$ cat src/rtl/mem_port_arbiter_if.sv
// Host loader bus: ownership request/grant, transfer handshake and read-back.
// The master is the host side and the slave is the arbiter side.
interface mem_port_arbiter_if #(
    parameter int DATA_W = 32,
    parameter int ADDR_W = 32,
    parameter int CNT_W  = 16
);
    logic              ext_req;
    logic              ext_gnt;
    logic              ext_valid;
    logic              ext_ready;
    logic              ext_we;
    logic [2:0]        ext_size;
    logic              ext_incr;
    logic              ext_addr_ld;
    logic [ADDR_W-1:0] ext_addr;
    logic [DATA_W-1:0] ext_wdata;
    logic [DATA_W-1:0] ext_rdata;
    logic              ext_rvalid;
    logic              ext_err;
    logic [CNT_W-1:0]  ext_count;

    modport master (
        output ext_req, ext_valid, ext_we, ext_size, ext_incr, ext_addr_ld, ext_addr, ext_wdata,
        input  ext_gnt, ext_ready, ext_rdata, ext_rvalid, ext_err, ext_count
    );

    modport slave (
        input  ext_req, ext_valid, ext_we, ext_size, ext_incr, ext_addr_ld, ext_addr, ext_wdata,
        output ext_gnt, ext_ready, ext_rdata, ext_rvalid, ext_err, ext_count
    );
endinterface

$ cat src/rtl/mem_port_arbiter.sv
// Shares the single data-memory port between the CPU and a host loader using
// a four-state ownership handshake, burst addressing and size/alignment checks.
module mem_port_arbiter #(
    parameter int DATA_W = 32,
    parameter int ADDR_W = 32,
    parameter int CNT_W  = 16
) (
    input  logic              clk,
    input  logic              reset,

    input  logic              cpu_we,
    input  logic [2:0]        cpu_size,
    input  logic [ADDR_W-1:0] cpu_addr,
    input  logic [DATA_W-1:0] cpu_wdata,
    output logic [DATA_W-1:0] cpu_rdata,
    output logic              cpu_hold,

    mem_port_arbiter_if.slave hostBus,

    output logic              mem_we,
    output logic [2:0]        mem_size,
    output logic [ADDR_W-1:0] mem_addr,
    output logic [DATA_W-1:0] mem_wdata,
    input  logic [DATA_W-1:0] mem_rdata
);

    typedef enum logic [1:0] {
        StCpu,
        StHandover,
        StExt,
        StReturn
    } arbStateT;

    arbStateT          state;
    arbStateT          nextState;

    logic              accept;
    logic              sizeBad;
    logic              misaligned;
    logic              xferGood;
    logic              xferBad;
    logic              goodRead;
    logic [ADDR_W-1:0] addrCnt;
    logic [ADDR_W-1:0] effAddr;
    logic [ADDR_W-1:0] addrStep;

    // Acceptance depends on state only through the register, never on ext_ready.
    always_comb begin
        accept     = hostBus.ext_valid && (state == StExt);
        effAddr    = hostBus.ext_incr ? addrCnt : hostBus.ext_addr;
        sizeBad    = 1'b0;
        misaligned = 1'b0;
        addrStep   = '0;
        case (hostBus.ext_size)
            3'b000: addrStep = ADDR_W'(1);
            3'b001: begin
                addrStep   = ADDR_W'(2);
                misaligned = effAddr[0];
            end
            3'b010: begin
                addrStep   = ADDR_W'(4);
                misaligned = |effAddr[1:0];
            end
            default: sizeBad = 1'b1;
        endcase
        xferGood = accept && !sizeBad && !misaligned;
        xferBad  = accept && (sizeBad || misaligned);
        goodRead = xferGood && !hostBus.ext_we;
    end

    // NOTE: clocked state uses non-blocking assignments so every flop samples pre-edge values.
    always_ff @(posedge clk or posedge reset) begin
        if (reset) state <= StCpu;
        else       state <= nextState;
    end

    always_comb begin
        nextState = state;
        case (state)
            StCpu:      if (hostBus.ext_req) nextState = StHandover;
            StHandover: nextState = StExt;
            StExt:      if (!hostBus.ext_req && !goodRead) nextState = StReturn;
            StReturn:   nextState = StCpu;
            default:    nextState = StCpu;
        endcase
    end

    // NOTE: every output gets a default first so no branch leaves one unassigned and infers a latch.
    always_comb begin
        cpu_hold          = (state != StCpu);
        hostBus.ext_gnt   = (state == StExt);
        hostBus.ext_ready = (state == StExt);
        mem_we            = 1'b0;
        mem_size          = cpu_size;
        mem_addr          = cpu_addr;
        mem_wdata         = cpu_wdata;
        case (state)
            StCpu: mem_we = cpu_we;
            StExt: begin
                mem_we    = xferGood && hostBus.ext_we;
                mem_size  = hostBus.ext_size;
                mem_addr  = effAddr;
                mem_wdata = hostBus.ext_wdata;
            end
            default: ;
        endcase
    end

    assign cpu_rdata = mem_rdata;

    // A load on the same cycle as an incrementing transfer overrides the advance.
    always_ff @(posedge clk or posedge reset) begin
        if (reset) begin
            addrCnt            <= '0;
            hostBus.ext_rdata  <= '0;
            hostBus.ext_rvalid <= 1'b0;
            hostBus.ext_err    <= 1'b0;
            hostBus.ext_count  <= '0;
        end else begin
            hostBus.ext_rvalid <= goodRead;
            hostBus.ext_err    <= xferBad;
            if (goodRead) hostBus.ext_rdata <= mem_rdata;

            if (hostBus.ext_addr_ld)              addrCnt <= hostBus.ext_addr;
            else if (xferGood && hostBus.ext_incr) addrCnt <= addrCnt + addrStep;

            if (state == StHandover)
                hostBus.ext_count <= '0;
            else if (xferGood && (hostBus.ext_count != '1))
                hostBus.ext_count <= hostBus.ext_count + CNT_W'(1);
        end
    end

endmodule

$ cat src/flat_wrapper.sv
// flat-port wrapper written by rule: the top's interface ports become plain ports
module mem_port_arbiter_flat 
#(
    parameter int DATA_W = 32,
    parameter int ADDR_W = 32,
    parameter int CNT_W  = 16
)
  (clk, reset, cpu_we, cpu_size, cpu_addr, cpu_wdata, cpu_rdata, cpu_hold, mem_we, mem_size, mem_addr, mem_wdata, mem_rdata, hostBus_ext_req, hostBus_ext_valid, hostBus_ext_we, hostBus_ext_size, hostBus_ext_incr, hostBus_ext_addr_ld, hostBus_ext_addr, hostBus_ext_wdata, hostBus_ext_gnt, hostBus_ext_ready, hostBus_ext_rdata, hostBus_ext_rvalid, hostBus_ext_err, hostBus_ext_count);
  mem_port_arbiter_if #(.DATA_W(DATA_W), .ADDR_W(ADDR_W), .CNT_W(CNT_W)) hostBus_i ();
  input  logic clk;
  input  logic reset;
  input  logic cpu_we;
  input  logic [2:0] cpu_size;
  input  logic [ADDR_W-1:0] cpu_addr;
  input  logic [DATA_W-1:0] cpu_wdata;
  output logic [DATA_W-1:0] cpu_rdata;
  output logic cpu_hold;
  output logic mem_we;
  output logic [2:0] mem_size;
  output logic [ADDR_W-1:0] mem_addr;
  output logic [DATA_W-1:0] mem_wdata;
  input  logic [DATA_W-1:0] mem_rdata;
  input wire logic [$bits(hostBus_i.ext_req)-1:0] hostBus_ext_req;
  input wire logic [$bits(hostBus_i.ext_valid)-1:0] hostBus_ext_valid;
  input wire logic [$bits(hostBus_i.ext_we)-1:0] hostBus_ext_we;
  input wire logic [$bits(hostBus_i.ext_size)-1:0] hostBus_ext_size;
  input wire logic [$bits(hostBus_i.ext_incr)-1:0] hostBus_ext_incr;
  input wire logic [$bits(hostBus_i.ext_addr_ld)-1:0] hostBus_ext_addr_ld;
  input wire logic [$bits(hostBus_i.ext_addr)-1:0] hostBus_ext_addr;
  input wire logic [$bits(hostBus_i.ext_wdata)-1:0] hostBus_ext_wdata;
  output wire logic [$bits(hostBus_i.ext_gnt)-1:0] hostBus_ext_gnt;
  output wire logic [$bits(hostBus_i.ext_ready)-1:0] hostBus_ext_ready;
  output wire logic [$bits(hostBus_i.ext_rdata)-1:0] hostBus_ext_rdata;
  output wire logic [$bits(hostBus_i.ext_rvalid)-1:0] hostBus_ext_rvalid;
  output wire logic [$bits(hostBus_i.ext_err)-1:0] hostBus_ext_err;
  output wire logic [$bits(hostBus_i.ext_count)-1:0] hostBus_ext_count;
  assign hostBus_i.ext_req = hostBus_ext_req;
  assign hostBus_i.ext_valid = hostBus_ext_valid;
  assign hostBus_i.ext_we = hostBus_ext_we;
  assign hostBus_i.ext_size = hostBus_ext_size;
  assign hostBus_i.ext_incr = hostBus_ext_incr;
  assign hostBus_i.ext_addr_ld = hostBus_ext_addr_ld;
  assign hostBus_i.ext_addr = hostBus_ext_addr;
  assign hostBus_i.ext_wdata = hostBus_ext_wdata;
  assign hostBus_ext_gnt = hostBus_i.ext_gnt;
  assign hostBus_ext_ready = hostBus_i.ext_ready;
  assign hostBus_ext_rdata = hostBus_i.ext_rdata;
  assign hostBus_ext_rvalid = hostBus_i.ext_rvalid;
  assign hostBus_ext_err = hostBus_i.ext_err;
  assign hostBus_ext_count = hostBus_i.ext_count;
  mem_port_arbiter #(.DATA_W(DATA_W), .ADDR_W(ADDR_W), .CNT_W(CNT_W)) u_core (.clk(clk), .reset(reset), .cpu_we(cpu_we), .cpu_size(cpu_size), .cpu_addr(cpu_addr), .cpu_wdata(cpu_wdata), .cpu_rdata(cpu_rdata), .cpu_hold(cpu_hold), .hostBus(hostBus_i), .mem_we(mem_we), .mem_size(mem_size), .mem_addr(mem_addr), .mem_wdata(mem_wdata), .mem_rdata(mem_rdata));
endmodule
$ cat config.mk
export PLATFORM = sky130hd
export DESIGN_NAME = mem_port_arbiter_flat
export DESIGN_NICKNAME = d
export VERILOG_FILES = /design/src/rtl/mem_port_arbiter_if.sv /design/src/rtl/mem_port_arbiter.sv /design/src/flat_wrapper.sv
export SDC_FILE = /design/constraint.sdc
export NUM_CORES = 1
export LEC_CHECK = 0
export CORE_AREA = 5 5 122 124
export CTS_CLUSTER_SIZE = 8
export DETAILED_ROUTE_END_ITERATION = 10
export DIE_AREA = 0 0 127 129
export HOLD_SLACK_MARGIN = 0.1
export PLACE_DENSITY = 0.9
export SYNTH_ARGS = -nofsm -noshare
export SYNTH_HDL_FRONTEND = slang
export SYNTH_SLANG_ARGS = --single-unit
$ cat constraint.sdc
create_clock -name clk -period 7.8 [get_ports clk]
set_input_delay 1.56 -clock clk [delete_from_list [all_inputs] [get_ports clk]]
set_output_delay 1.56 -clock clk [all_outputs]
set_load 0.1 [all_outputs]
==> impl_metrics.csv, run 1 <==
group,metric,value,unit
synthesis,synth_edf_count,0,
synthesis,synth-simple-area-share,0.170,
synthesis,syn_area,5640,µm²
synthesis,yosysWarnings,0,
synthesis,async_reset_ff_frac,1.00,
finish,final_nets,1064,
synthesis,yosysSeqAreaShare,0.373,
global_routing,grt_pass1_wl,29000,µm
synthesis,synth-seq-cells,84,
power,p_switching,2.48,mW
route,drc,0,
timing,tightest_slew,1.10,ns
timing,setup_viol_count_final,0,
place,dp_hpwl,14700,µm
synthesis,yosysMostFrequentCell,"dfrtp_1",
place,port_buffers,326,
clocking,post_cts_buffers,0,
clocking,clk_path_buf_depth,2,
floorplanning,row_count,43,
route,wl_per_cell,17.5,µm
global_routing,grtUsageTotal,0.218,
synthesis,synth-compound-area-share,0.126,
synthesis,netlist_instances,607,
timing,setup_tns,0,ns
power,power_density,434,nW/µm²
power,power.leakage,3.62,nW
route,wl,18700,µm
finish,fillCellCount,1114,
timing,fin_worst_skew,0.00869,ns
place,globalplace.congestion,0.873,
global_routing,overflow,0,
synthesis,synth_nets,789,
timing,hold_violations,0,
synthesis,avgSynthCellArea,9.28,µm²
critical_path,cp-start-kind,"primary input",
timing,hold_ws,0.505,ns
timing,timing.fmax,168,MHz
worst_hold_path,hold_class,"flop to flop",
finish,drive_above_1_share,0.115,
status,status,"completed",
critical_path,worst_ep_arrival_time,4.41,ns
synthesis,synth_cell_types,49,
finish,area_growth,61.1,%
synthesis,synth_top_family_by_area,"multiplexers",
route,ant_nets,0,
critical_path,crit_required,6.24,ns
clocking,clk_pin_slew,0.07,ns
route,drtPass1Iterations,4,
clocking,cts_tree,"done",
clocking,cts-root-buf,"clkbuf_16",
global_routing,antenna_found_initial,0,
timing,final.period_utilization,0.765,
global_routing,grtUsageMet3,0.0527,
floorplanning,coreArea,13700,µm²
synthesis,synth_area_leaders,"dfrtp_1 37%, mux2_2 14%, mux2i_1 5.9%",
synthesis,synth_fa_ha_area_frac,0.0191,
floorplanning,die_y,129,µm
clocking,cts_buffers,9,
global_routing,met2_usage,0.388,
critical_path,crit_type,"primary input to output port",
synthesis,muxShareOfSynthArea,0.203,
power,p_clk_frac,0.107,
synthesis,synthFlopType,"dfrtp_1",
route,vias,5585,
synthesis,synth-xor-area-share,0.0280,
timing,slew_viol_final,0,
route,drt_iter0_markers,391,
synthesis,synth_top_area_frac,0.373,
finish,seqCellArea,2100,µm²
global_routing,busiest_layer,"met2",
power,netSwitchingFraction,0.629,
clocking,clk_latency,0.33,ns
floorplanning,die_area,16400,µm²
critical_path,crit_path_max_fanout,9,
power,ir_drop,0.328,mV
synthesis,post-synth-top-area-cell,"dfrtp_1",
floorplanning,start_util,0.412,
timing,period_needed,5.97,ns
power,p_int,1.46,mW
timing,max_slew_margin,0.267,
job,cap_violations,0,
global_routing,grt_use_met1,0.276,
clocking,clock-sinks,84,
clocking,htreeDepth,3,
power,share_comb_of_total_power,0.737,
finish,n_antenna_cell,0,
floorplanning,io_pins,327,
synthesis,ys_top_cells_by_count,"84 x dfrtp_1, 71 x mux2_2, 56 x nor2_1",
global_routing,grt_max_degree,106,
route,routed_via_density,5.23,
critical_path,endpoint_kind,"output port",
global_routing,grt_pass1_vias,5513,
floorplanning,die_w,127,µm
finish,multi_input_area,3090,µm²
power,sequentialPowerShare,0.155,
clocking,cts_hold_buf,0,
timing,rsz0062_at_grt,"false",
clocking,cts_resized,0,
metrics by stage:
step / cells / setup slack, ns / utilization / area [µm²] / power (mW)
after global placement: 1050 / 1.91 / 0.643 / 8780 / 3.51
after global routing: 1067 / 1.73 / 0.664 / 9080 / 4.07
after floorplan: 607 / 2.48 / - / 5640 / 2.87
final: 1067 / 1.83 / 0.664 / 9080 / 3.94
after CTS: 1066 / 1.84 / 0.664 / 9070 / 3.96
after detailed placement: 1050 / 1.85 / 0.643 / 8780 / 3.54
worst max-delay path, cell delays in order:
cell and delay [ns]:
clkdlybuf4s50_1 0.57, nand3b_1 0.26, or4_4 0.55, nand2_1 0.14
a32o_1 0.19, clkdlybuf4s50_1 1.13
power by group through the flow:
stage / combinational, mW / sequential (mW) / clock [mW]
floorplan: 1.64 / 1.23 / 0
global placement: 2.90 / 0.611 / 0
detailed placement: 2.92 / 0.621 / 0
CTS: 2.92 / 0.612 / 0.427
global route: 2.99 / 0.627 / 0.450
finish: 2.91 / 0.612 / 0.423
final cells by class:
class | count | area share
Clock inverter | 7 | 0.00703
Timing Repair Buffer | 332 | 0.364
Multi-Input combinational cell | 438 | 0.341
Tap cell | 180 | 0.0248
Sequential cell | 84 | 0.232
Inverter | 17 | 0.00717
Clock buffer | 9 | 0.0248
cell families after synthesis:
logic type | after synthesis
XOR/XNOR | 18
AND/OR/NAND/NOR | 188
AO/OA/AOI/OAI | 119
buffers and inverters | 85
flip-flops | 84
multiplexers | 105
adder cells (fa/ha/maj) | 8
layer usage:
metal / part of all wire / vias to the layer above
li1: - / 2725
met1: 0.41 / 2645
met2: 0.51 / 204
met3: 0.072 / 11
met4: 0.0056 / 0
met5: 0 / -
state kept, by name, summed over array words and instances, names as in the netlist:
| signal | count |
|---|---|
| u_core.hostBus.ext_rdata | 32 |
| u_core.hostBus.ext_count | 16 |
| u_core.addrCnt | 32 |
| u_core.state | 2 |
| u_core.hostBus.ext_rvalid | 1 |
| u_core.hostBus.ext_err | 1 |
cells in the final DEF, fill, tap and decap left out, types with 11 or more instances in the layout:
| cell type | netlist | final |
|---|---|---|
| nand4_1 | 14 | 14 |
| or4_1 | 18 | 18 |
| clkdlybuf4s50_1 | 0 | 325 |
| a31oi_1 | 11 | 11 |
| nand3_1 | 21 | 21 |
| mux2i_1 | 33 | 33 |
| a21oi_1 | 48 | 48 |
| o21ai_0 | 29 | 29 |
| nand2_1 | 36 | 36 |
| dfrtp_1 | 84 | 84 |
| nor2_1 | 56 | 56 |
| o31ai_1 | 16 | 16 |
| xor2_1 | 11 | 11 |
| mux2_2 | 71 | 71 |
| inv_1 | 17 | 16 |
worst paths after layout:
path / slack [ns] / start / cells past startpoint / endpoint
worst max-delay path: 1.83 / hostBus_ext_size[2] / 6 / mem_we
worst min-delay path: 0.51 / u_core.hostBus.ext_rdata[24]$_DFFE_PP0P_ / 1 / u_core.hostBus.ext_rdata[24]$_DFFE_PP0P_
worst max register to register: 3.71 / u_core.state[0]$_DFFE_PP0P_ / 8 / u_core.addrCnt[29]$_DFFE_PP0P_
worst min register to register: 0.51 / u_core.hostBus.ext_rdata[24]$_DFFE_PP0P_ / 1 / u_core.hostBus.ext_rdata[24]$_DFFE_PP0P_
max in group asynchronous: 5.25 / reset / 3 / u_core.addrCnt[2]$_DFFE_PP0P_
min in group asynchronous: 1.89 / reset / 3 / u_core.hostBus.ext_rdata[12]$_DFFE_PP0P_
Note: power is estimated with default switching activity, not from simulation.
==> run 2: changes to the inputs <==
--- a/config.mk
+++ b/config.mk
@@ -5,12 +5,12 @@
 export SDC_FILE = /design/constraint.sdc
 export NUM_CORES = 1
 export LEC_CHECK = 0
-export CORE_AREA = 5 5 122 124
+export CORE_AREA = 5 5 127 129
 export CTS_CLUSTER_SIZE = 8
 export DETAILED_ROUTE_END_ITERATION = 10
-export DIE_AREA = 0 0 127 129
+export DIE_AREA = 0 0 132 134
 export HOLD_SLACK_MARGIN = 0.1
-export PLACE_DENSITY = 0.9
+export PLACE_DENSITY = 0.84
 export SYNTH_ARGS = -nofsm -noshare
 export SYNTH_HDL_FRONTEND = slang
 export SYNTH_SLANG_ARGS = --single-unit
==> constraint.sdc (replaced) <==
create_clock -name clk -period 5.95 [get_ports clk]
set_input_delay 1.19 -clock clk [delete_from_list [all_inputs] [get_ports clk]]
set_output_delay 1.19 -clock clk [all_outputs]
set_load 0.1 [all_outputs]
==> run 2 against run 1 <==
Against the previous run:
- total power rose by 32%
- register-to-register slack got worse by 1.3 ns
- setup slack got worse by 0.63 ns
- critical endpoint is now mem_addr[20]
==> impl_metrics.csv, run 2 (same netlist as run 1, synthesis figures left out) <==
group,metric,value,unit
power,p_int,1.99,mW
finish,layout_commonest_cell,"clkdlybuf4s50_1",
route,drc,0,
finish,top_regs,"u_core.addrCnt (32), u_core.hostBus.ext_rdata (32), u_core.hostBus.ext_count (16)",
global_routing,antenna_found_initial,0,
timing,slew_viol_final,0,
critical_path,cp-start-kind,"primary input",
finish,post-route-util,0.612,
clocking,cts_hold_buf,0,
finish,seqCellArea,2100,µm²
global_routing,grtUsageTotal,0.206,
clocking,cts_resized,0,
finish,final_area,9130,µm²
power,sequentialPowerShare,0.154,
place,dp.cells,1061,
timing,fin_worst_skew,0.00732,ns
global_routing,grt_max_degree,51,
route,drtPass1Iterations,5,
status,status,"completed",
critical_path,endpoint_kind,"output port",
finish,n_antenna_cell,0,
floorplanning,start_util,0.378,
route,routed_via_density,5.30,
floorplanning,coreArea,14900,µm²
clocking,cts_buffers,9,
critical_path,critPathSlowestCell,"clkdlybuf4s50_1",
floorplanning,die_y,134,µm
timing,rsz0062_at_grt,"false",
critical_path,rrSetupSlack,2.41,ns
route,vias,5711,
floorplanning,io_pins,327,
timing,final.period_utilization,0.798,
power,p_clk_frac,0.111,
clocking,htreeDepth,3,
finish,fin_cells,1077,
place,globalplace.congestion,0.812,
clocking,clock-sinks,84,
timing,tightest_slew,1.05,ns
critical_path,crit_path_max_fanout,24,
critical_path,cpPeakStageDelay,1.18,ns
floorplanning,die_area,17700,µm²
route,drt_iter0_markers,260,
route,ant_nets,0,
job,cap_violations,0,
timing,setup_slack,1.20,ns
floorplanning,die_w,132,µm
clocking,clk_pin_slew,0.06,ns
clocking,clk_path_buf_depth,2,
global_routing,overflow,0,
finish,drive_above_1_share,0.119,
place,dp_hpwl,15100,µm
power,share_comb_of_total_power,0.735,
timing,hold_violations,0,
place,post-place-ws,1.21,ns
place,port_buffers,326,
place,place_area,8810,µm²
global_routing,grt_pass1_vias,5784,
timing,setup_viol_count_final,0,
power,ir_drop,0.436,mV
power,power.leakage,3.66,nW
finish,final_nets,1067,
worst_hold_path,hold_class,"flop to flop",
critical_path,worstPathCellList,"buf_2, buf_4, mux2i_1, a21oi_1, clkdlybuf4s50_1",
clocking,post_cts_buffers,0,
finish,final_cell_mix,"323 x clkdlybuf4s50_1, 84 x dfrtp_1, 71 x mux2_2",
floorplanning,row_count,45,
timing,setup_tns,0,ns
clocking,cts_tree,"done",
clocking,clk_latency,0.34,ns
route,wl_per_cell,17.5,µm
route,wl,18900,µm
power,power_density,569,nW/µm²
timing,period_needed,4.75,ns
global_routing,grt_pass1_wl,29700,µm
timing,max_slew_margin,0.297,
finish,fillCellCount,1262,
power,p_switching,3.20,mW
timing,timing.fmax,211,MHz
critical_path,crit_type,"primary input to output port",
finish,area_growth,61.9,%
power,netSwitchingFraction,0.617,
critical_path,worst_ep_arrival_time,3.56,ns
critical_path,crit_required,4.76,ns
finish,multi_input_area,3090,µm²
clocking,cts-root-buf,"clkbuf_16",
-- run 2: changes by cell type in the layout (fill, tap and decap cells not counted), sizes merged --
cell	delta
inv	-4
buf	+5
clkdlybuf4s50	-2
clkbuf	+3
clkinv	+1
clkinvlp	-2
bufinv	+1
-- run 2: final cells by class --
class | count | share of cell area
sequential | 84 | 0.230
tap | 188 | 0.0258
timing repair buffer | 335 | 0.364
inverter | 17 | 0.00713
multi-input combinational | 438 | 0.339
clock buffer | 12 | 0.0292
clock inverter | 3 | 0.00480
-- run 2: metal layers --
layer | vias to the layer above | track usage | wire length (µm)
met1 | 2686 | 0.234 | 7330
met4 | 0 | 0.0680 | 329
met2 | 261 | 0.368 | 9650
li1 | 2744 | - | -
met3 | 20 | 0.0615 | 1590
met5 | - | 0 | 0
-- run 2: worst paths after layout --
check	from	to	cells after the start
setup reg to reg	u_core.state[0]$_DFFE_PP0P_	u_core.addrCnt[27]$_DFFE_PP0P_	7
hold reg to reg	u_core.hostBus.ext_rdata[23]$_DFFE_PP0P_	u_core.hostBus.ext_rdata[23]$_DFFE_PP0P_	1
hold / removal	u_core.hostBus.ext_rdata[23]$_DFFE_PP0P_	u_core.hostBus.ext_rdata[23]$_DFFE_PP0P_	1
setup / recovery	hostBus_ext_incr	mem_addr[20]	5
max in group asynchronous	reset	u_core.addrCnt[16]$_DFFE_PP0P_	3
min in group asynchronous	reset	u_core.hostBus.ext_rdata[11]$_DFFE_PP0P_	2
-- run 2: worst max-delay path: cells and delay by family --
kind / cells / cell delay, ns
muxes: 1 / 0.10
buffers and inverters: 3 / 2.08
AOI/OAI and AO/OA: 1 / 0.19
-- run 2: per-stage QoR --
| step | hold WS, ns | power (mW) |
|---|---|---|
| 6_report | 0.501 | 5.20 |
| 5_1_grt | 0.518 | 5.38 |
| 4_1_cts | 0.504 | 5.24 |
| 3_5_place_dp | 0.492 | 4.65 |
| 3_3_place_gp | 0.486 | 4.61 |
| 2_1_floorplan | 0.506 | 3.76 |
-- run 2: power groups by stage --
stage	combinational (mW)	sequential, mW	clock (mW)
5_1_grt	3.94	0.820	0.621
2_1_floorplan	2.15	1.61	0
6_report	3.82	0.800	0.578
4_1_cts	3.84	0.801	0.597
3_5_place_dp	3.83	0.811	0
3_3_place_gp	3.81	0.802	0
==> run 3: changes to the inputs <==
==> constraint.sdc (replaced) <==
create_clock -name clk -period 5 [get_ports clk]
set_input_delay 1 -clock clk [delete_from_list [all_inputs] [get_ports clk]]
set_output_delay 1 -clock clk [all_outputs]
set_load 0.1 [all_outputs]
==> run 3 against run 2 <==
Against the previous run:
- setup slack lost 0.16 ns
- critical path type unchanged
- total power grew 19%
- highest routed layer is now met5
- largest power group unchanged
- critical endpoint is now mem_we
- sequential power grew 18%
==> impl_metrics.csv, run 3 (same netlist as run 1, synthesis figures left out) <==
group,metric,value,unit
clocking,post_cts_buffers,0,
global_routing,grt_pass1_vias,5541,
power,sequentialPowerShare,0.153,
worst_hold_path,min_from,"u_core.hostBus.ext_rdata[22]$_DFFE_PP0P_",
floorplanning,start_util,0.378,
route,drt_iter0_markers,241,
job,cap_violations,0,
finish,top_regs,"u_core.addrCnt (32), u_core.hostBus.ext_rdata (32), u_core.hostBus.ext_count (16)",
place,port_buffers,326,
place,globalplace.congestion,0.814,
floorplanning,coreArea,14900,µm²
critical_path,rrSetupSlack,2.01,ns
critical_path,reg2reg_depth,7,
route,ant_nets,0,
critical_path,crit_path_max_fanout,9,
finish,area_growth,60.4,%
worst_hold_path,whs_path_depth,1,
critical_path,cp-start-kind,"primary input",
clocking,cts-root-buf,"clkbuf_16",
global_routing,grtUsageTotal,0.196,
critical_path,worstPathCellList,"clkdlybuf4s50_1, nand3b_1, or4_4, nand2_1, a32o_1, buf_4",
global_routing,grt_max_degree,53,
clocking,htreeDepth,3,
finish,drive_above_1_share,0.170,
status,status,"completed",
critical_path,worstReg2RegStart,"u_core.state[0]$_DFFE_PP0P_",
floorplanning,die_y,134,µm
critical_path,r2r-end,"u_core.addrCnt[29]$_DFFE_PP0P_",
power,power_density,684,nW/µm²
timing,period_needed,3.96,ns
critical_path,worst_ep_arrival_time,2.96,ns
power,netSwitchingFraction,0.615,
finish,fin_cells,1076,
floorplanning,io_pins,327,
route,routed_via_density,5.24,
finish,layout_commonest_cell,"clkdlybuf4s50_1",
timing,setup_viol_count_final,0,
route,vias,5638,
clocking,cts_hold_buf,0,
worst_hold_path,hold_class,"flop to flop",
clocking,clk_pin_slew,0.05,ns
critical_path,endpoint_kind,"output port",
power,p_int,2.38,mW
critical_path,critPathSlowestCell,"or4_4",
timing,timing.fmax,252,MHz
critical_path,cpPeakStageDelay,0.58,ns
power,p_switching,3.80,mW
power,share_comb_of_total_power,0.724,
clocking,clk_path_buf_depth,2,
finish,final_cell_mix,"277 x clkdlybuf4s50_1, 84 x dfrtp_1, 71 x mux2_2",
worst_hold_path,holdPathEnd,"u_core.hostBus.ext_rdata[22]$_DFFE_PP0P_",
place,dp.cells,1061,
timing,hold_violations,0,
timing,setup_tns,0,ns
timing,slew_viol_final,0,
clocking,cts_tree,"done",
route,drtPass1Iterations,5,
clocking,clk_latency,0.34,ns
route,drc,0,
global_routing,overflow,0,
timing,final.period_utilization,0.792,
clocking,cts_resized,0,
timing,max_slew_margin,0.322,
timing,rsz0062_at_grt,"false",
place,dp_hpwl,14700,µm
critical_path,crit_type,"primary input to output port",
clocking,cts_buffers,9,
route,wl_per_cell,16.9,µm
clocking,clock-sinks,84,
power,ir_drop,0.557,mV
power,power.leakage,3.70,nW
critical_path,crit_required,4.00,ns
floorplanning,row_count,45,
timing,tightest_slew,1.01,ns
floorplanning,die_w,132,µm
floorplanning,die_area,17700,µm²
route,wl,18200,µm
finish,final_nets,1066,
timing,fin_worst_skew,0.00733,ns
global_routing,antenna_found_initial,2,
power,p_clk_frac,0.123,
global_routing,grt_pass1_wl,28200,µm
==> run 3: cell count changes in the layout (fill, tap and decap cells not counted), sizes merged <==
cell / delta
clkdlybuf4s50: -46
buf: +45
bufinv: +2
clkbuf: -2
diode: +1
inv: -1
==> run 3: area by class of cell <==
cell class / instances / area, µm²
fill: 1284 / 5880
antenna: 1 / 2.50
timing repair buffer: 334 / 3200
clock buffer: 10 / 239
inverter: 17 / 65.1
sequential: 84 / 2100
clock inverter: 4 / 98.8
tap: 188 / 235
multi-input combinational: 438 / 3100
==> run 3: worst max-delay path by stage <==
stage                           startpoint                        endpoint
2_1_floorplan  u_core.state[0]$_DFFE_PP0P_                     mem_addr[2]
3_3_place_gp           hostBus_ext_size[0]  u_core.addrCnt[29]$_DFFE_PP0P_
3_5_place_dp           hostBus_ext_size[0]  u_core.addrCnt[29]$_DFFE_PP0P_
4_1_cts                hostBus_ext_size[2]                          mem_we
5_1_grt                hostBus_ext_size[2]                          mem_we
6_report               hostBus_ext_size[2]                          mem_we
==> run 3: power by group through the flow <==
stage,registers (mW),logic (mW),clock network (mW)
5_1_grt,0.971,4.61,0.809
3_3_place_gp,0.952,4.47,0
6_report,0.948,4.48,0.758
2_1_floorplan,1.92,2.56,0
4_1_cts,0.950,4.51,0.782
3_5_place_dp,0.962,4.50,0
==> run 3: critical path: cells and delay by family <==
family | cells | cell delay [ns]
AND/OR/NAND/NOR | 3 | 0.95
buffers and inverters | 2 | 0.83
AO/OA/AOI/OAI | 1 | 0.17
==> run 3: per-layer routing <==
| metal | routed length, µm | up-vias | track usage |
|---|---|---|---|
| met5 | 13 | - | 0 |
| met1 | 6940 | 2615 | 0.215 |
| met2 | 9160 | 245 | 0.343 |
| met3 | 1650 | 29 | 0.0645 |
| met4 | 451 | 2 | 0.0880 |
| li1 | - | 2747 | - |
==> run 3: metrics by stage <==
step	worst slack [ns]	power [mW]	hold WS, ns	util	area, µm²
6_report	1.04	6.18	0.502	0.606	9040
3_5_place_dp	0.921	5.46	0.492	0.583	8690
2_1_floorplan	0.461	4.48	0.506	-	5640
4_1_cts	1.05	6.24	0.505	0.605	9030
5_1_grt	0.891	6.38	0.510	0.606	9040
3_3_place_gp	0.994	5.43	0.486	0.583	8690
==> edit 1 (flow settings as in run 2) <==
Make the reset (`reset`) synchronous in 2 clocked blocks.
--- a/src/rtl/mem_port_arbiter.sv
+++ b/src/rtl/mem_port_arbiter.sv
@@ -70,5 +70,5 @@
 
     // NOTE: clocked state uses non-blocking assignments so every flop samples pre-edge values.
-    always_ff @(posedge clk or posedge reset) begin
+    always_ff @(posedge clk) begin
         if (reset) state <= StCpu;
         else       state <= nextState;
@@ -110,5 +110,5 @@
 
     // A load on the same cycle as an incrementing transfer overrides the advance.
-    always_ff @(posedge clk or posedge reset) begin
+    always_ff @(posedge clk) begin
         if (reset) begin
             addrCnt            <= '0;
Behaviour: differs if reset is asserted again (counterexample within 4 cycles, from zero or initial values and one cycle with reset high); with reset held inactive, the same outputs for 4 cycles.
==> edit 1 against run 2 <==
Clock power grew 0.9%; routed wire length grew 12%; first-iteration DRC count up 48%; sequential cell count unchanged; cell area grew 0.21%; worst setup slack lost 0.11 ns; area after synthesis rose by 2.4%; power decreased by 29%; register-to-register slack improved by 0.12 ns; non-clock buffer count down 2.
==> edit 1: results (changes against run 2) <==
stage,metric,value,unit,change
worst_setup_path,crit_family,compound AO/OA/AOI/OAI gates,,was buffers and inverters
placed_design,gp_congestion,0.8851,,was 0.8118
worst_setup_path,crit_arrival,3.67,ns,was 3.56 ns
grt,grt_pass1_wl,32.13,mm,was 29.73 mm
synth,ys_types,65,,was 49
status,status,completed,,unchanged
worst_setup_path,cpPeakStageDelay,0.62,ns,was 1.18 ns
detailed_routing,finalWirelength,21.08,mm,was 18.90 mm
cts,cts_max_level,3,,unchanged
finish,drive_gt1_share,8.853,%,was 11.92%
pwr,p_leak,3.195,nW,was 3.659 nW
timing,slew_headroom,25.97,%,was 29.68%
grt,grt_pass1_vias,6095,,was 5784
synth,ys_top_cells_by_area,"dfxtp_1 (29%), a21oi_1 (7.7%), mux2_2 (7.0%), nand2_1 (6.0%), mux2i_1 (5.5%)",,"was dfrtp_1 (37%), mux2_2 (14%), mux2i_1 (5.9%), buf_4 (4.4%), a21oi_1 (4.3%)"
finish,fillCellCount,1300,,was 1262
grt,grt_max_degree,88,,was 51
cts,clk_path_buf_depth,2,,unchanged
detailed_routing,drt_iter0_markers,386,,was 260
hold_path,holdCritPathClass,flip-flop to flip-flop,,unchanged
pwr,ir_drop,0.3788,mV,was 0.4359 mV
synth,syn_nets,909,,was 789
synth,async_flop_share,0,%,was 100.0%
synth,ys_seq_area_share,29.14,%,was 37.30%
synth,synth_ff_type,dfxtp_1,,was dfrtp_1
cts,clk_pin_slew,0.07,ns,
detailed_routing,vias_per_cell,5.435,,was 5.303
finish,finalNetCount,1171,,was 1067
grt,antenna_found_initial,0,,unchanged
worst_setup_path,worstPathMaxFanout,13,,was 24
grt,grt.total_usage,22.35,%,was 20.56%
timing,finClkSkew,0.007591,ns,was 0.007319 ns
placed_design,place_hpwl,16.58,mm,was 15.12 mm
synth,synthTopCellsByCount,"nand2_1 (93), a21oi_1 (89), dfxtp_1 (84)",,"was dfrtp_1 (84), mux2_2 (71), nor2_1 (56)"
worst_setup_path,cp_slowest_cell,clkdlybuf4s50_1,,unchanged
job,maxCapViolCount,0,,unchanged
==> edit 1: changes by cell type in the layout (fill, tap and decap cells not counted), sizes merged, moves of 22 or more <==
cell,delta
a211oi,+22
a21oi,+42
dfrtp,-84
dfxtp,+84
mux2,-35
nand2,+57
==> edit 1: worst paths after layout <==
check                                                 from                                  endpoint  slack, ns  depth (start not counted)
setup / recovery                       hostBus_ext_size[0]                                    mem_we       1.09                          6
hold / removal    u_core.hostBus.ext_rdata[3]$_SDFFE_PP0P_  u_core.hostBus.ext_rdata[3]$_SDFFE_PP0P_       0.45                          2
setup reg to reg              u_core.state[0]$_SDFFE_PP0P_           u_core.addrCnt[28]$_SDFFE_PP0P_       2.53                          7
hold reg to reg   u_core.hostBus.ext_rdata[3]$_SDFFE_PP0P_  u_core.hostBus.ext_rdata[3]$_SDFFE_PP0P_       0.45                          2
==> edit 1: logic make-up after synthesis <==
| logic type | share of synthesized area (%) |
|---|---|
| buffers and inverters | 9.169 |
| multiplexers | 12.83 |
| XOR/XNOR | 2.580 |
| adder cells (fa/ha/maj) | 1.864 |
| flip-flops | 29.14 |
| AND/OR/NAND/NOR | 21.20 |
| AO/OA/AOI/OAI | 23.22 |
==> edit 1: layout make-up <==
cell class	instances	area (um2)	area share, %
clock buffer	10	229.0	2.504
sequential	84	1682	18.39
multi-input combinational	543	3573	39.08
timing repair buffer	333	3283	35.91
inverter	18	67.56	0.7389
tap	188	235.2	2.573
clock inverter	6	73.82	0.8073
==> edit 1: worst reg2reg max path: cells and delay by family (launching register included) <==
kind	cells	cell delay, ns
adder cells (fa/ha/maj)	1	0.83
AND/OR/NAND/NOR	2	1.03
flip-flops	1	0.33
AO/OA/AOI/OAI	3	1.00
buffers and inverters	1	0.14
==> edit 1: report_power, final <==
group          internal, mW  switching, mW  leakage (nW)  total, mW
sequential            0.588         0.0318         0.685      0.620
clock                 0.330          0.253         0.141      0.583
combinational         0.617           1.86          2.37       2.48
total                  1.54           2.15          3.20       3.68
==> edit 1: per-layer routing <==
metal,vias to the layer above,track usage (%),wire length (um)
li1,3140,-,-
met1,2975,25.74,8400
met2,274,38.63,10260
met3,35,7.314,1867
met4,0,8.343,554
met5,-,0,0
==> edit 1: stage by stage <==
| stage | instance area, um2 | instances | util (%) |
|---|---|---|---|
| floorplan | 5772 | 727 | - |
| global placement | 8841 | 1166 | 59.25 |
| detailed placement | 8841 | 1166 | 59.25 |
| CTS | 9144 | 1182 | 61.28 |
| global route | 9144 | 1182 | 61.28 |
| finish | 9144 | 1182 | 61.28 |
==> edit 2 (settings of run 2) <==
Made on the original files. `DATA_W` is set to 32 in 3 places; all go to 24.
--- a/src/rtl/mem_port_arbiter_if.sv
+++ b/src/rtl/mem_port_arbiter_if.sv
@@ -2,5 +2,5 @@
 // The master is the host side and the slave is the arbiter side.
 interface mem_port_arbiter_if #(
-    parameter int DATA_W = 32,
+    parameter int DATA_W = 24,
     parameter int ADDR_W = 32,
     parameter int CNT_W  = 16
--- a/src/rtl/mem_port_arbiter.sv
+++ b/src/rtl/mem_port_arbiter.sv
@@ -2,5 +2,5 @@
 // a four-state ownership handshake, burst addressing and size/alignment checks.
 module mem_port_arbiter #(
-    parameter int DATA_W = 32,
+    parameter int DATA_W = 24,
     parameter int ADDR_W = 32,
     parameter int CNT_W  = 16
--- a/src/flat_wrapper.sv
+++ b/src/flat_wrapper.sv
@@ -2,5 +2,5 @@
 module mem_port_arbiter_flat 
 #(
-    parameter int DATA_W = 32,
+    parameter int DATA_W = 24,
     parameter int ADDR_W = 32,
     parameter int CNT_W  = 16
Ports: changed (6 resized); port bits go from 327 to 279. No check against the original RTL was run, so the function may have changed too.
==> edit 2 against run 2 <==
Non-clock buffer count down 51; sequential cell count shrank 8; worst setup slack better by 0.092 ns; largest cell class is now multi-input combinational cells; global-route usage down 1.6 points; register-to-register slack hardly changed; area after synthesis down 5.4%; routed wire length decreased by 7.3%; power fell by 12%; cell area fell by 8.4%; sequential share of layout area shrank 0.29 points; sequential power is 11% lower; combinational power down 14%; fmax increased by 2.0%.
==> edit 2: results (changes against run 2) <==
stage,metric,value,unit,change
status,status,completed,,unchanged
grt,grt_pass1_wl,27.45,mm,was 29.73 mm
synth,ys_types,53,,was 49
grt,grt.total_usage,18.92,%,was 20.56%
pwr,ir_drop,0.4452,mV,was 0.4359 mV
grt,met1_usage,22.36,%,was 23.38%
grt,grt_max_degree,77,,was 51
synth,synthTopCellsByCount,"dfrtp_1 (76), mux2_2 (62), a21oi_1 (57)",,"was dfrtp_1 (84), mux2_2 (71), nor2_1 (56)"
detailed_routing,wl_met1,7.130,mm,was 7.328 mm
synth,ys_seq_area_share,35.67,%,was 37.30%
finish,finalNetCount,974,,was 1067
cts,cts_made_buffers,9,,unchanged
worst_setup_path,worstPathMaxFanout,18,,was 24
placed_design,gp_congestion,0.7919,,was 0.8118
cts,cts_root_buffer,clkbuf_16,,unchanged
placed_design,dpl_worst_slack,1.285,ns,was 1.212 ns
grt,grtUsageMet3,4.839,%,was 6.152%
detailed_routing,finalWirelength,17.52,mm,was 18.90 mm
placed_design,dp.cells,993,,was 1061
detailed_routing,vias,5327,,was 5711
detailed_routing,first_pass_iters,4,,was 5
placed_design,placed_cell_area,8051,um2,was 8810 um2
timing,finClkSkew,0.009599,ns,was 0.007319 ns
worst_setup_path,crit_arrival,3.47,ns,was 3.56 ns
finish,top_regs,"u_core.addrCnt x32, u_core.hostBus.ext_rdata x24, u_core.hostBus.ext_count x16",,"was u_core.addrCnt x32, u_core.hostBus.ext_rdata x32, u_core.hostBus.ext_count x16"
pwr,p_switching,2.799,mW,was 3.204 mW
grt,grt_pass1_vias,5352,,was 5784
detailed_routing,drt_iter0_markers,319,,was 260
detailed_routing,wl_met2,8.833,mm,was 9.648 mm
synth,syn_nets,739,,was 789
placed_design,place_hpwl,13.71,mm,was 15.12 mm
placed_design,io_buffers,278,,was 326
worst_setup_path,cp_slowest_cell,clkdlybuf4s50_1,,unchanged
finish,drive_gt1_share,13.03,%,was 11.92%
synth,syn_inst,581,,was 607
finish,final_cells,1009,,was 1077
synth,ys_top_cells_by_area,"dfrtp_1 (36%), mux2_2 (13%), mux2i_1 (6.4%), a21oi_1 (5.4%), buf_4 (3.8%)",,"was dfrtp_1 (37%), mux2_2 (14%), mux2i_1 (5.9%), buf_4 (4.4%), a21oi_1 (4.3%)"
timing,tightest_slew,1.086,ns,was 1.048 ns
-- edit 2: worst paths after layout --
| check | from | to | slack (ns) |
|---|---|---|---|
| setup / recovery | hostBus_ext_incr | mem_addr[10] | 1.29 |
| hold / removal | u_core.hostBus.ext_rdata[5]$_DFFE_PP0P_ | u_core.hostBus.ext_rdata[5]$_DFFE_PP0P_ | 0.50 |
| setup reg to reg | u_core.state[0]$_DFFE_PP0P_ | u_core.addrCnt[29]$_DFFE_PP0P_ | 2.41 |
| hold reg to reg | u_core.hostBus.ext_rdata[5]$_DFFE_PP0P_ | u_core.hostBus.ext_rdata[5]$_DFFE_PP0P_ | 0.50 |
| max in group asynchronous | reset | u_core.hostBus.ext_count[12]$_DFFE_PP0P_ | 3.82 |
| min in group asynchronous | reset | u_core.addrCnt[9]$_DFFE_PP0P_ | 1.51 |
-- edit 2: final cells by class --
cell class | instances | area, um2
fill | 1305 | 6559
multi-input combinational | 428 | 3044
timing repair buffer | 284 | 2805
sequential | 76 | 1902
clock buffer | 10 | 239.0
tap | 188 | 235.2
clock inverter | 6 | 71.32
inverter | 17 | 65.06
-- edit 2: power by group through the flow --
stage / sequential [mW] / combinational [mW] / clock, mW
after floorplan: 1.33 / 1.94 / 0
after detailed placement: 0.723 / 3.30 / 0
after CTS: 0.714 / 3.30 / 0.581
after global routing: 0.729 / 3.38 / 0.604
final: 0.713 / 3.28 / 0.571
after global placement: 0.715 / 3.28 / 0
-- edit 2: logic make-up after synthesis --
| family | share of synthesized area, % |
|---|---|
| AO/OA/AOI/OAI | 15.37 |
| XOR/XNOR | 2.136 |
| adder cells (fa/ha/maj) | 2.018 |
| buffers and inverters | 7.463 |
| flip-flops | 35.67 |
| multiplexers | 19.48 |
| AND/OR/NAND/NOR | 17.86 |
